===== config.mk =====
export PLATFORM = sky130hd
export DESIGN_NAME = moore_bit_source_flat
export DESIGN_NICKNAME = d
export VERILOG_FILES = /design/src/rtl/moore_pkg.sv /design/src/rtl/moore_bit_source_if.sv /design/src/rtl/moore_piso_shreg.sv /design/src/rtl/moore_bit_source.sv /design/src/flat_wrapper.sv
export SDC_FILE = /design/constraint.sdc
export NUM_CORES = 1
export LEC_CHECK = 0
export ABC_AREA = 1
export BUFFER_PORTS_ARGS = -buffer_cell sky130_fd_sc_hd__buf_2
export CAP_MARGIN = 20
export CORE_MARGIN = 1
export CORE_UTILIZATION = 45
export DETAILED_ROUTE_END_ITERATION = 10
export GPL_ROUTABILITY_DRIVEN = 1
export PLACE_DENSITY = 0.67
export SYNTH_ARGS = -nofsm -noshare
export SYNTH_HDL_FRONTEND = slang
export SYNTH_SLANG_ARGS = --single-unit

===== constraint.sdc =====
create_clock -name clk -period 2.58 [get_ports clk]
set_clock_uncertainty 0.05 [all_clocks]
set_input_delay 0.258 -clock clk [delete_from_list [all_inputs] [get_ports clk]]
set_output_delay 0.258 -clock clk [all_outputs]
set_load 0.1 [all_outputs]

===== src/rtl/moore_pkg.sv =====
// Shared definitions for the Moore bit-source transmitter.
//   state_t    : FSM state codes, fixed 3-bit encoding (also exported on st)
//   ST_W       : width of the state code
//   IDLE_LEVEL : level driven on a_out whenever no frame bit is present
package moore_pkg;

  localparam int unsigned ST_W = 3;

  localparam logic IDLE_LEVEL = 1'b0;

  typedef enum logic [ST_W-1:0] {
    ST_IDLE  = 3'd0,
    ST_SHIFT = 3'd1,
    ST_PAR   = 3'd2,
    ST_GAP   = 3'd3
  } state_t;

endpackage


===== src/rtl/moore_bit_source_if.sv =====
// Word handshake between a sender and moore_bit_source.
//   data_in   : word to transmit (sender -> source)
//   valid_in  : data_in valid, held until accepted (sender -> source)
//   ready_out : source can accept a word this cycle (source -> sender)
// Modports: master = word sender, slave = moore_bit_source.
interface moore_bit_source_if #(
  parameter int unsigned WIDTH = 8
) ();

  logic [WIDTH-1:0] data_in;
  logic             valid_in;
  logic             ready_out;

  modport master (
    output data_in,
    output valid_in,
    input  ready_out
  );

  modport slave (
    input  data_in,
    input  valid_in,
    output ready_out
  );

endinterface


===== src/rtl/moore_piso_shreg.sv =====
// Parallel-in serial-out shift register for moore_bit_source.
//   clk     : system clock, rising edge
//   reset   : asynchronous, active-low; clears the register
//   load    : capture data_in
//   shift   : advance one bit towards the serial end
//   data_in : parallel word
//   ser_out : the bit that follows the one currently on the line
// The word is rotated rather than shifted so the register keeps its full
// contents; ser_out therefore looks one position past the head.
module moore_piso_shreg #(
  parameter int unsigned WIDTH     = 8,
  parameter bit          MSB_FIRST = 1'b1
) (
  input  logic             clk,
  input  logic             reset,
  input  logic             load,
  input  logic             shift,
  input  logic [WIDTH-1:0] data_in,
  output logic             ser_out
);

  logic [WIDTH-1:0] sr;

  always_ff @(posedge clk or negedge reset) begin
    if (!reset) begin
      sr <= '0;
    end else if (load) begin
      sr <= data_in;
    end else if (shift) begin
      if (MSB_FIRST) begin
        sr <= {sr[WIDTH-2:0], sr[WIDTH-1]};
      end else begin
        sr <= {sr[0], sr[WIDTH-1:1]};
      end
    end
  end

  assign ser_out = MSB_FIRST ? sr[WIDTH-2] : sr[1];

endmodule


===== src/rtl/moore_bit_source.sv =====
// Serial bit-stream transmitter feeding the a_in input of the Moore
// sequence detectors. Words arrive over a valid/ready handshake, leave one
// bit per clock on a_out, and each frame is followed by an idle gap.
//   clk       : system clock, rising edge
//   reset     : asynchronous, active-low
//   bus       : word handshake (data_in / valid_in / ready_out), slave side
//   a_out     : serial bit, IDLE_LEVEL when not transmitting
//   a_valid   : a_out carries a frame bit (data or parity)
//   busy      : FSM is not in ST_IDLE
//   st        : current state code
// Build option: define MOORE_SRC_PARITY_EN to append an even-parity bit
// (ST_PAR) after the data bits; otherwise ST_PAR logic is not built.
// Every output is a register updated together with the state.
module moore_bit_source
  import moore_pkg::*;
#(
  parameter int unsigned WIDTH      = 8,
  parameter int unsigned GAP_CYCLES = 1,
  parameter bit          MSB_FIRST  = 1'b1
) (
  input  logic            clk,
  input  logic            reset,
  moore_bit_source_if.slave bus,
  output logic            a_out,
  output logic            a_valid,
  output logic            busy,
  output logic [ST_W-1:0] st
);

  localparam int unsigned BW = $clog2(WIDTH);
  localparam int unsigned GW = (GAP_CYCLES > 1) ? $clog2(GAP_CYCLES) : 1;
  localparam logic [BW-1:0] BIT_LAST = BW'(WIDTH - 1);
  localparam logic [GW-1:0] GAP_LAST = GW'(GAP_CYCLES - 1);
  localparam bit            GAP_ONE  = (GAP_CYCLES == 1);

  state_t        state;
  logic          ready_q;
  logic [BW-1:0] bit_cnt;
  logic [GW-1:0] gap_cnt;
  logic          accept;
  logic          shift;
  logic          ser_next;
  logic          first_bit;

`ifdef MOORE_SRC_PARITY_EN
  logic par_q;
`endif

  assign accept        = bus.valid_in & ready_q;
  assign bus.ready_out = ready_q;
  assign shift         = (state == ST_SHIFT) && (bit_cnt != BIT_LAST);
  assign first_bit     = MSB_FIRST ? bus.data_in[WIDTH-1] : bus.data_in[0];
  assign st            = state;

  moore_piso_shreg #(
    .WIDTH     (WIDTH),
    .MSB_FIRST (MSB_FIRST)
  ) u_shreg (
    .clk     (clk),
    .reset   (reset),
    .load    (accept),
    .shift   (shift),
    .data_in (bus.data_in),
    .ser_out (ser_next)
  );

`ifdef MOORE_SRC_PARITY_EN
  always_ff @(posedge clk or negedge reset) begin
    if (!reset) begin
      par_q <= 1'b0;
    end else if (accept) begin
      par_q <= ^bus.data_in;
    end
  end
`endif

  // accept can only be high in ST_IDLE or the last ST_GAP cycle (the only
  // places ready_q is set), so frame start is handled once ahead of the
  // per-state case instead of being duplicated in both states.
  always_ff @(posedge clk or negedge reset) begin
    if (!reset) begin
      state   <= ST_IDLE;
      ready_q <= 1'b0;
      a_out   <= IDLE_LEVEL;
      a_valid <= 1'b0;
      busy    <= 1'b0;
      bit_cnt <= '0;
      gap_cnt <= '0;
    end else if (accept) begin
      state   <= ST_SHIFT;
      ready_q <= 1'b0;
      a_out   <= first_bit;
      a_valid <= 1'b1;
      busy    <= 1'b1;
      bit_cnt <= '0;
      gap_cnt <= '0;
    end else begin
      case (state)
        ST_IDLE: begin
          ready_q <= 1'b1;
        end

        ST_SHIFT: begin
          if (bit_cnt == BIT_LAST) begin
`ifdef MOORE_SRC_PARITY_EN
            state   <= ST_PAR;
            a_out   <= par_q;
            a_valid <= 1'b1;
`else
            state   <= ST_GAP;
            gap_cnt <= '0;
            a_out   <= IDLE_LEVEL;
            a_valid <= 1'b0;
            ready_q <= GAP_ONE;
`endif
          end else begin
            bit_cnt <= bit_cnt + 1'b1;
            a_out   <= ser_next;
          end
        end

`ifdef MOORE_SRC_PARITY_EN
        ST_PAR: begin
          state   <= ST_GAP;
          gap_cnt <= '0;
          a_out   <= IDLE_LEVEL;
          a_valid <= 1'b0;
          ready_q <= GAP_ONE;
        end
`endif

        ST_GAP: begin
          if (gap_cnt == GAP_LAST) begin
            state   <= ST_IDLE;
            busy    <= 1'b0;
            ready_q <= 1'b1;
          end else begin
            gap_cnt <= gap_cnt + 1'b1;
            ready_q <= ((gap_cnt + 1'b1) == GAP_LAST);
          end
        end

        default: begin
          state   <= ST_IDLE;
          ready_q <= 1'b0;
          a_out   <= IDLE_LEVEL;
          a_valid <= 1'b0;
          busy    <= 1'b0;
        end
      endcase
    end
  end

endmodule


===== src/flat_wrapper.sv =====
// flat-port wrapper written by rule: the top's interface ports become plain ports
module moore_bit_source_flat import moore_pkg::*;
#(
  parameter int unsigned WIDTH      = 8,
  parameter int unsigned GAP_CYCLES = 1,
  parameter bit          MSB_FIRST  = 1'b1
)
  (clk, reset, a_out, a_valid, busy, st, bus_data_in, bus_valid_in, bus_ready_out);
  moore_bit_source_if #(.WIDTH(WIDTH)) bus_i ();
  input  logic clk;
  input  logic reset;
  output logic a_out;
  output logic a_valid;
  output logic busy;
  output logic [ST_W-1:0] st;
  input wire logic [$bits(bus_i.data_in)-1:0] bus_data_in;
  input wire logic [$bits(bus_i.valid_in)-1:0] bus_valid_in;
  output wire logic [$bits(bus_i.ready_out)-1:0] bus_ready_out;
  assign bus_i.data_in = bus_data_in;
  assign bus_i.valid_in = bus_valid_in;
  assign bus_ready_out = bus_i.ready_out;
  moore_bit_source #(.WIDTH(WIDTH), .GAP_CYCLES(GAP_CYCLES), .MSB_FIRST(MSB_FIRST)) u_core (.clk(clk), .reset(reset), .bus(bus_i), .a_out(a_out), .a_valid(a_valid), .busy(busy), .st(st));
endmodule

Word level (Yosys, flattened, before mapping). Index checks and enable logic that the tools add are counted.

Bitwise gates (word level): 2. Multiplexer cells: 25. Reduce and logical (&&, ||, !) cells: 12. Equality and inequality tests: 10. Add/subtract/negate cells: 2.

Operators by type and width (count): $mux W3 (6); $mux W8 (2); $mux W1 (11); $pmux W3 S3 (1); $ne A2 B1 Y1 const B (4); $pmux W1 S2 (4); $reduce_and A2 Y1 (4); $ne A3 B3 Y1 const B (2); $reduce_bool A2 Y1 (2); $reduce_or A2 Y1 (2); $add A3 B1 Y3 const B (1); $eq A3 B1 Y1 const B (1); $eq A3 B2 Y1 const B (1); $eq A3 B3 Y1 const B (1); $logic_not A3 Y1 (1); $ne A3 B2 Y1 const B (1); $pmux W1 S3 (1); $reduce_and A3 Y1 (1); $reduce_bool A3 Y1 (1); $add A1 B1 Y1 const B (1); $and A1 B1 Y1 (1); $logic_and A1 B1 Y1 (1); $not A1 Y1 (1).

Logic and storage cells: 59. Output and inout port bits: 7. Register bits after elaboration: 19. Input bits: 11.

Depth between registers and ports, before layout.
Depth after elaboration: 5. Depth in mapped cells: 8. Gate-level depth less buffers: 8.

Hierarchy. A second synthesis with hierarchy kept.

Cells, all modules: 102. Area, all modules: 854.6 sq um.

Modules (own cells, without submodules): moore_bit_source (sequential area each 225.2 sq um, instances 1, cells each 58, area each 480.5 sq um); moore_piso_shreg (sequential area each 200.2 sq um, instances 1, cells each 44, area each 374.1 sq um).

Worst setup path after synthesis. Ideal clock, no wire load.

Path kind: reg2reg. From: reg u_core.state[1], in the netlist u_core.st[1]. To: reg u_core.a_out. Arrival time: 1.784 ns. Library setup time: 0.121 ns. Stages on the path, launching flop included: 8. Path buffers: 1. Path slack: 0.626 ns. Clock period less this slack: 1.954 ns. Data required time: 2.409 ns. Cell sequence: dfrtp_1 inv_1 ha_1 nand2_1 nand2_4 buf_8 nand3_2 nand2_1.

Longest elaborated chain between the ends: 4. Elaborated cells on any way between the ends: 7. Those cells by class: eq/ne: 3; mux: 2; reduce/logical: 2.

Ends and longest elaborated chain: start, declared (RTL line moore_bit_source.sv:36) `state_t state;`; start signal, assigned (RTL line moore_bit_source.sv:82) `state <= ST_IDLE;`; start signal, assigned (RTL line moore_bit_source.sv:90) `state <= ST_SHIFT;`; start signal, assigned (RTL line moore_bit_source.sv:110) `state <= ST_GAP;`; $eq A3 B2 Y1 or $logic_not A3 Y1 (tied branches) (RTL line moore_bit_source.sv:98) `case (state)`; $reduce_or A2 Y1 (no line); $pmux W1 S2 (RTL line moore_bit_source.sv:98); $mux W1 (RTL line moore_bit_source.sv:89) `end else if (accept) begin`; end signal, assigned (RTL line moore_bit_source.sv:92) `a_out <= first_bit;`; end signal, assigned (RTL line moore_bit_source.sv:118) `a_out <= ser_next;`; end, declared (RTL line moore_bit_source.sv:24) `output logic a_out,`.

Parallel ways exist; a longest one is shown, timed or not. A chain may end at the register's enable or synchronous reset.

Worst setup path after layout.
From: reg u_core.bit_cnt[0]. To: reg u_core.u_shreg.sr[0].

Longest elaborated chain between the ends: 3.

Ends and longest elaborated chain: start, declared (RTL line moore_bit_source.sv:38) `logic [BW-1:0] bit_cnt;`; start signal, assigned (RTL line moore_bit_source.sv:117) `bit_cnt <= bit_cnt + 1'b1;`; $ne A3 B3 Y1 (RTL line moore_bit_source.sv:51) `assign shift = (state == ST_SHIFT) && (bit_cnt != BIT_LAST);`; $logic_and A1 B1 Y1 (RTL line moore_bit_source.sv:51); $reduce_bool A2 Y1 (no line); end signal, assigned (RTL line moore_piso_shreg.sv:28) `sr <= data_in;`; end signal, assigned (RTL line moore_piso_shreg.sv:31) `sr <= {sr[WIDTH-2:0], sr[WIDTH-1]};`; end signal, assigned (RTL line moore_piso_shreg.sv:33) `sr <= {sr[0], sr[WIDTH-1:1]};`; end, declared (RTL line moore_piso_shreg.sv:22) `logic [WIDTH-1:0] sr;`.

Every way passes these cells.

==> impl_metrics.ini <==
[placement]
place_area_um2 = 978
portBuffers = 16
gp_congestion = 0.781
preCtsSetupSlack_ps = 1030
hpwl_um = 1150
dp.cells = 153

[min_path]
hold_path_class = input pin to flop
hold_end = u_core.u_shreg.sr[2]
hold_path_depth = 5
min_from = bus_data_in[2]

[drt]
routedWlPerCell_um = 10.3
routed_wl_um = 1630
first_pass_iters = 4
drc_errors = 0
drt_iter0_drc = 5
routed_via_density = 4.58
antenna_left = 0
vias = 724

[status]
status = complete, no violations

[yosys]
synth_edf_count = 0
synth-xor-area-share = 0
synth_area_per_cell_um2 = 7.83
yosys.area_share.simple = 0.344
synth-seq-area-share = 0.472
postSynthCellCount = 115
synth_common_cells = nand2_1, dfrtp_1, inv_1
synth_top_family_by_area = simple AND/OR/NAND/NOR gates
synthDominantCellAreaShare = 0.472
synth_compound_area_frac = 0.0264
syn_area_um2 = 901
synth_ff_type = dfrtp_1
yosysTopAreaCell = dfrtp_1
synth-async-reset-ratio = 1.00
yosysWarnings = 0
syn_nets = 131
synth_mux_area_frac = 0
synth_area_leaders = dfrtp_1, nand2_1, ha_1
yosysUniqueCellTypes = 16
ys_ff_latch = 17
synth.most_common_cell = nand2_1
synthAdderAreaFrac = 0.0694

[setup_path]
rr_startpoint = u_core.bit_cnt[0]
rr_worst_depth = 8
r2r-end = u_core.u_shreg.sr[0]
rrSetupSlack_ps = 1010
cp-end-kind = flop
crit_path_top_delay_cell = dfrtp_1
arrival_ps = 1710
cpLargestDelayFamily = adder cells
crit_type = flop to flop
crit_chain = ha_1, ha_1, inv_1, nand2_1, nand2_4, inv_2, nand2_1, nand2_1
cp_common_cell = nand2_1
path_max_fanout = 13
cp_num_buf_inv = 2
max_stage_delay_ps = 400
cp-start-kind = flop
cp_data_required_time_ps = 2720

[die]
coreArea_um2 = 1800
die_h_um = 46.7
start_util = 0.500
io_pins = 18
die_w_um = 46.7
rows = 15
dieArea_um2 = 2180

[global_routing]
grt_pass1_vias = 639
grt_pass1_wl_um = 2660
antenna_found_initial = 0
grtUsageTotal = 0.180
grt_max_degree = 19
grt_overflow = 0

[timing]
min_period_over_period = 0.607
grt_setup_unrepaired = false
layout_setup_ws_ps = 1010
hold_viol_final = 0
tns_ps = 0
drv_slew = 0
max_freq_mhz = 638
setup_violations = 0
timing.final.crit_period_ps = 1570

[clock_tree]
clk_pin_slew_worst_paths_ps = 100
numCtsBuffers = 3
clk_path_buf_depth = 2
clockRootBuffer = clkbuf_4
cts_tree = yes
htreeDepth = 1
clkLatencyLatePin_ps = 290
clock_sinks = 17

[layout]
final_area_um2 = 1020
fin_util = 0.564
area.growth.synth_to_final_pct = 12.8
nets = 150
n_antenna_cell = 0
fin_cells = 158
drive_gt1_frac = 0.203

[power]
p_leak_nw = 0.615
ir_drop_mv = 0.621
cellPowerDensity_nw_per_um2 = 1350

[job]
drv_cap = 0
-- metrics by stage --
| stage | power [mW] | hold slack, ps |
|---|---|---|
| after global routing | 1.49 | 197 |
| after CTS | 1.38 | 181 |
| after detailed placement | 1.24 | 152 |
| after floorplan | 1.13 | -87.6 |
| after global placement | 1.22 | 151 |
| final | 1.37 | 192 |
-- registers in the layout (all words and copies together), names as in the netlist --
signal,count
u_core.bit_cnt,3
u_core.bus.ready_out,1
u_core.a_out,1
u_core.u_shreg.sr,8
u_core.st,2
u_core.busy,1
u_core.a_valid,1
-- how the worst max path moves through the flow --
stage | startpoint | to | slack (ps) | cells past startpoint
after floorplan | u_core.st[1] | u_core.a_out | 630 | 7
after global placement | u_core.bit_cnt[0] | u_core.u_shreg.sr[5] | 1080 | 8
after detailed placement | u_core.bit_cnt[0] | u_core.u_shreg.sr[0] | 1030 | 8
after CTS | u_core.bit_cnt[0] | u_core.u_shreg.sr[0] | 1010 | 8
after global routing | u_core.bit_cnt[0] | u_core.bit_cnt[2] | 890 | 8
final | u_core.bit_cnt[0] | u_core.u_shreg.sr[0] | 1010 | 8
-- metal layers --
| layer | up-vias | GRT usage | routed length (um) |
|---|---|---|---|
| met2 | 17 | 0.286 | 731 |
| li1 | 382 | - | - |
| met1 | 320 | 0.231 | 809 |
| met4 | 0 | 0.120 | 46 |
| met3 | 5 | 0.0231 | 43 |
| met5 | - | 0 | 0 |
-- worst min-delay path, delay by kind of cell --
kind	cells	cell delay, ps
buf+inv	1	70
simple gates	4	170
-- area by class of cell --
| type | count | area [um^2] |
|---|---|---|
| Fill cell | 197 | 786 |
| Sequential cell | 17 | 425 |
| Multi-Input combinational cell | 84 | 400 |
| Timing Repair Buffer | 17 | 90.1 |
| Inverter | 11 | 41.3 |
| Tap cell | 25 | 31.3 |
| Clock buffer | 3 | 22.5 |
| Clock inverter | 1 | 5.00 |
-- repair_timing --
item / CTS / global route
buffers inserted: 0 / 0
hold endpoints to repair: 17 / 0
hold buffers: 1 / 0
resized for setup: 0 / 0
-- power breakdown --
part	total, mW	internal [mW]	switching [mW]
registers	0.453	0.381	0.0723
logic	0.774	0.171	0.602
clock network	0.143	0.0577	0.0854
-- placed cells by master, fill, tap and decap left out --
cell | netlist | routed
clkbuf_4 | 0 | 3
clkinv_2 | 0 | 1
nand3_1 | 5 | 5
nor2_2 | 1 | 1
inv_2 | 2 | 2
o21ai_0 | 3 | 3
dfrtp_1 | 17 | 17
nand4_1 | 1 | 1
buf_2 | 0 | 16
inv_1 | 9 | 9
nand2_4 | 2 | 2
nand3_2 | 1 | 1
o21ai_2 | 1 | 1
nand2_1 | 64 | 64
ha_1 | 5 | 5
conb_1 | 1 | 1
dlygate4sd3_1 | 0 | 1
-- logic make-up (layout without fill, tap and decap cells) --
| kind of cell | after synthesis | in the layout |
|---|---|---|
| AOI/OAI and AO/OA | 4 | 4 |
| and+or+nand+nor | 74 | 74 |
| buffers and inverters | 14 | 32 |
| adders and majority gates | 5 | 5 |
| other | 1 | 1 |
| DFF | 17 | 17 |
(Power assumes the default switching activity.)
